--- src/rtl/led_shifter_pkg.sv ---
// Shared types for the LED shifter family: shift direction and shift mode encodings.
package led_shifter_pkg;

  typedef enum logic {DIR_LEFT = 1'b0, DIR_RIGHT = 1'b1} dir_e;
  typedef enum logic {MODE_FILL = 1'b0, MODE_ROTATE = 1'b1} mode_e;

endpackage

--- src/rtl/led_shifter_multi_tick_divider.sv ---
// tick_divider: free-running 0..DIV-1 counter that pulses tick_o on its last count.
// Cleared while disabled or on clr_i; reusable by any timer-driven block.
module tick_divider #(
  parameter int DIV = 4
) (
  input  logic clk_i,
  input  logic rst_i,
  input  logic en_i,
  input  logic clr_i,
  output logic tick_o
);

  localparam int CW = (DIV > 1) ? $clog2(DIV) : 1;
  localparam logic [CW-1:0] LAST = CW'(DIV - 1);

  logic [CW-1:0] cnt_reg;
  logic          at_last;

  assign at_last = (cnt_reg == LAST);
  // Tick is combinational so the shift lands on the same edge the count wraps.
  assign tick_o  = en_i & ~clr_i & at_last;

  always_ff @(posedge clk_i) begin
    if (rst_i || clr_i || !en_i) begin
      cnt_reg <= '0;
    end else if (at_last) begin
      cnt_reg <= '0;
    end else begin
      cnt_reg <= cnt_reg + CW'(1);
    end
  end

endmodule

--- src/rtl/led_shifter_multi.sv ---
// Parametrised LED shift register with fill/rotate, saturating shift count and full flags.
// Define LED_SHIFTER_MULTI_AUTO_EN to build the run_i-driven auto-shift timer.
module led_shifter_multi
  import led_shifter_pkg::*;
#(
  parameter int   WIDTH    = 16,
  parameter logic FILL_VAL = 1'b1,
  parameter int   CNT_W    = 8,
  parameter int   TICK_DIV = 50_000_000
) (
  input  logic             clk_i,
  input  logic             rst_i,
  input  logic             shift_i,
  input  logic             dir_i,
  input  logic             mode_i,
  input  logic [WIDTH-1:0] switches_i,
  input  logic             load_i,
  input  logic             clear_i,
  input  logic             off_i,
  input  logic             run_i,
  output logic [WIDTH-1:0] leds_o,
  output logic             full_o,
  output logic             full_pulse_o,
  output logic [CNT_W-1:0] shift_cnt_o
);

  localparam logic [CNT_W-1:0] CNT_MAX = '1;

  logic [WIDTH-1:0] q_reg, q_next;
  logic [CNT_W-1:0] cnt_reg, cnt_next;
  logic             full_pulse_reg;
  logic             auto_tick;
  logic             do_shift;
  logic             shift_in;
  dir_e             dir;
  mode_e            mode;

`ifdef LED_SHIFTER_MULTI_AUTO_EN
  tick_divider #(
    .DIV(TICK_DIV)
  ) u_tick (
    .clk_i  (clk_i),
    .rst_i  (rst_i),
    .en_i   (run_i),
    .clr_i  (clear_i | load_i),
    .tick_o (auto_tick)
  );
`else
  localparam int unused_tick_div = TICK_DIV;
  logic unused_run;
  assign unused_run = run_i;
  assign auto_tick  = 1'b0;
`endif

  assign dir      = dir_e'(dir_i);
  assign mode     = mode_e'(mode_i);
  assign do_shift = shift_i | auto_tick;

  // Rotate feeds back the bit falling off the far end; fill injects FILL_VAL.
  always_comb begin
    shift_in = FILL_VAL;
    if (mode == MODE_ROTATE) begin
      shift_in = (dir == DIR_LEFT) ? q_reg[WIDTH-1] : q_reg[0];
    end
  end

  always_comb begin
    q_next   = q_reg;
    cnt_next = cnt_reg;
    if (clear_i) begin
      q_next   = '0;
      cnt_next = '0;
    end else if (load_i) begin
      q_next   = switches_i;
      cnt_next = '0;
    end else if (do_shift) begin
      q_next = (dir == DIR_LEFT) ? {q_reg[WIDTH-2:0], shift_in}
                                 : {shift_in, q_reg[WIDTH-1:1]};
      if (cnt_reg != CNT_MAX) begin
        cnt_next = cnt_reg + CNT_W'(1);
      end
    end
  end

  always_ff @(posedge clk_i) begin
    if (rst_i) begin
      q_reg          <= '0;
      cnt_reg        <= '0;
      full_pulse_reg <= 1'b0;
    end else begin
      q_reg          <= q_next;
      cnt_reg        <= cnt_next;
      full_pulse_reg <= (&q_next) & ~(&q_reg);
    end
  end

  assign leds_o       = off_i ? '0 : q_reg;
  assign full_o       = &q_reg;
  assign full_pulse_o = full_pulse_reg;
  assign shift_cnt_o  = cnt_reg;

endmodule
--- config.mk ---
export PLATFORM = sky130hd
export DESIGN_NAME = led_shifter_multi
export DESIGN_NICKNAME = d
export VERILOG_FILES = /design/src/rtl/led_shifter_pkg.sv /design/src/rtl/led_shifter_multi_tick_divider.sv /design/src/rtl/led_shifter_multi.sv
export SDC_FILE = /design/constraint.sdc
export NUM_CORES = 1
export LEC_CHECK = 0
export ABC_AREA = 1
export ABC_CLOCK_PERIOD_IN_PS = 1400
export CAP_MARGIN = 20
export CORE_MARGIN = 4
export CORE_UTILIZATION = 47
export CTS_CLUSTER_SIZE = 24
export DETAILED_ROUTE_END_ITERATION = 16
export PLACE_DENSITY = 0.77
export SETUP_SLACK_MARGIN = 0.1
export SYNTH_ARGS = -nofsm -noshare
export SYNTH_HDL_FRONTEND = slang
export SYNTH_SLANG_ARGS = --single-unit
--- constraint.sdc ---
create_clock -name clk_i -period 1.4 [get_ports clk_i]
set_input_delay 0.35 -clock clk_i [delete_from_list [all_inputs] [get_ports clk_i]]
set_output_delay 0.35 -clock clk_i [all_outputs]
set_load 0.02 [all_outputs]
==> flow_summary.yaml <==
place:
  portBuffers: 49
  dp_hpwl_mm: 3.90
  dp_worst_setup_slack_ps: -642
  gp_congestion: 0.872
  postPlaceCellArea_um2: 2550
timing:
  fin_skew_ps: 6.49
  max_freq_ghz: 0.575
  tightest_slew_ps: 436
  hold_viol_final: 0
  fin_crit_sh: 1.24
  setup_viol: 15
  period_minus_slack_ps: 1740
  fin_ws_ps: -339
  slew_violations: 0
  relSlewSlack: 0.709
  rsz0062_at_grt: "yes"
detailed_routing:
  drt_drc_violations_left: 0
  routed_via_density: 5.78
  routed_wl_mm: 8.24
  wl_per_cell_um: 18.3
  drtPass1Iterations: 5
  postRouteAntennaNets: 0
  vias: 2597
  dr.first_iter.drc_count: 267
final_layout:
  diodes: 0
  nets: 430
  fin_area_um2: 3130
  syn_to_final_growth_pct: 86.8
  fill_cells: 128
  drive_gt1_frac: 0.494
  largest_reg_flops: 16
yosys:
  synth_common_cells: "nand2_1 (70), nor2_1 (70), inv_1 (30)"
  synth-edff-count: 0
  synth_top_family_by_area: "simple AND/OR/NAND/NOR gates"
  ys_async_sr_fraction: 0
  synth_mux_area_frac: 0
  syn-cell-area_um2: 1670
  ys_seq_elements: 25
  synth_xor_area_frac: 0
  synth.yosys.seq_area_share: 0.299
  ys.flop_type: "dfxtp_1"
  synth_compound_area_frac: 0.147
  synth.area.top_cells: "dfxtp_1 (30%), nand2_1 (16%), nor2_1 (16%)"
  synth_fp_nets: 313
  avgSynthCellArea_um2: 5.83
  synth_top_cell_area_share: 0.299
  synth-simple-area-share: 0.398
  yosysWarnings: 0
  synth_fa_ha_area_frac: 0.00747
  syn-instance-count: 287
  synth.distinct_cells: 25
  synth_top_area_cell: "dfxtp_1"
die:
  initial_core_util: 0.494
  ioPinCount: 51
  core_um2: 3390
  dieArea_um2: 4580
  die_w_um: 67.7
  die_h_um: 67.7
  num_rows: 21
power:
  vdd_drop_max_mv: 0.695
  powerDensity_nw_per_um2: 570
  p_leak_nw: 1.38
status:
  status: "finished with violations"
  violations: "setup timing"
global_route:
  grtUsageTotal: 0.282
  grt_pass1_wl_mm: 9.69
  grt_max_degree: 18
  grt_pass1_vias: 2228
  antenna_found_initial: 0
  grt_overflow: 0
critical_path:
  cp-end-kind: "output port"
  critical_path.max_stage_delay_ps: 370
  crit_arrival_ps: 1390
  cp-start-kind: "flop"
  crit_required_ps: 1050
  crit_slowest_cell: "dfxtp_2"
  cpMostUsedCell: "nand2_1"
  critPathKind: "reg -> out"
  crit_fanout: 2
  path_cells: "nand2_1 > nor2_1 > nand2_1 > nor2_4 > buf_6"
clock_network:
  path_clk_slew_ps: 150
  clockRootBuffer: "clkbuf_4"
  htree_num_levels: 1
  clk_path_buf_depth: 2
  clock_latency_ps: 350
  hold_buffers: 0
  cts_made_buffers: 3
  cts_tree: "built"
  clkSinkCount: 25
job:
  cap_violations: 0
hold_path:
  hp-class: "reg -> reg"
-- stage by stage --
step	power, W	TNS [ps]	utilization	instances	hold WS (ps)
after floorplan	0.00101	0	-	287	512
after global placement	0.00123	-15580	0.754	425	449
after CTS	0.00166	-276	0.850	441	467
final	0.00178	-867	0.923	449	500
after global routing	0.00183	-1290	0.923	449	530
after detailed placement	0.00124	-16640	0.754	425	449
-- critical path: cells and delay by family (launching register included) --
family,cells,cell delay [ps]
buffers and inverters,1,130
DFF,1,370
and+or+nand+nor,4,530
-- per-layer routing --
metal | track usage | share of wire
met5 | 0 | 0
met1 | 0.294 | 0.35
met4 | 0.119 | 0.072
met3 | 0.0566 | 0.095
met2 | 0.538 | 0.49
-- placed cells by master, fill, tap and decap left out, types with 2 or more instances in the layout --
cell type / instances
buf_2: 8
dlygate4sd2_1: 2
inv_4: 15
inv_2: 5
clkbuf_4: 3
nor2_4: 15
buf_6: 38
nand4_1: 3
nand2_4: 2
o21ai_1: 6
inv_1: 13
nand3_2: 4
dfxtp_4: 3
nor2_1: 53
clkdlybuf4s50_1: 19
dfxtp_2: 20
a21oi_2: 5
buf_12: 2
a21oi_1: 24
o211ai_1: 2
buf_4: 53
o21ai_0: 8
nand2_2: 14
nand2_1: 56
nor2_2: 3
dfxtp_1: 2
nand3_1: 12
-- power breakdown --
| part | total, W | internal [W] | switching, W |
|---|---|---|---|
| Combinational | 0.000668 | 0.000316 | 0.000352 |
| Sequential | 0.000756 | 0.000735 | 0.0000211 |
| Clock | 0.000360 | 0.000112 | 0.000248 |
-- logic make-up (layout without fill, tap and decap cells) --
| kind of cell | Yosys count | count (layout) |
|---|---|---|
| AO/OA/AOI/OAI | 47 | 47 |
| AND/OR/NAND/NOR | 166 | 166 |
| buffers and inverters | 48 | 164 |
| adder cells (fa/ha/maj) | 1 | 1 |
| flip-flops | 25 | 25 |
-- worst paths after layout --
kind                        from             end  slack, ps  cells after the start
setup / recovery        q_reg[3]          full_o       -340                      5
hold / removal    shift_cnt_o[4]  shift_cnt_o[4]        500                      2
setup reg to reg        q_reg[7]    full_pulse_o       -190                     12
hold reg to reg   shift_cnt_o[4]  shift_cnt_o[4]        500                      2
-- layout make-up --
| cell class | instances | area [um^2] | share of cell area |
|---|---|---|---|
| Inverter | 34 | 170 | 0.0544 |
| Multi-Input combinational cell | 214 | 1170 | 0.375 |
| Timing Repair Buffer | 124 | 1150 | 0.368 |
| Clock buffer | 4 | 26.3 | 0.00840 |
| Sequential cell | 25 | 537 | 0.172 |
| Tap cell | 46 | 57.6 | 0.0184 |
| Timing Repair inverter | 2 | 12.5 | 0.00400 |
-- timing repair --
item	4_1_cts	5_1_grt
setup buffers	10	12
endpoints found under the setup margin	39	31
resized for setup	232	62
pin swaps	13	27
gates cloned	3	0
Power figures use the tool's default switching activity.
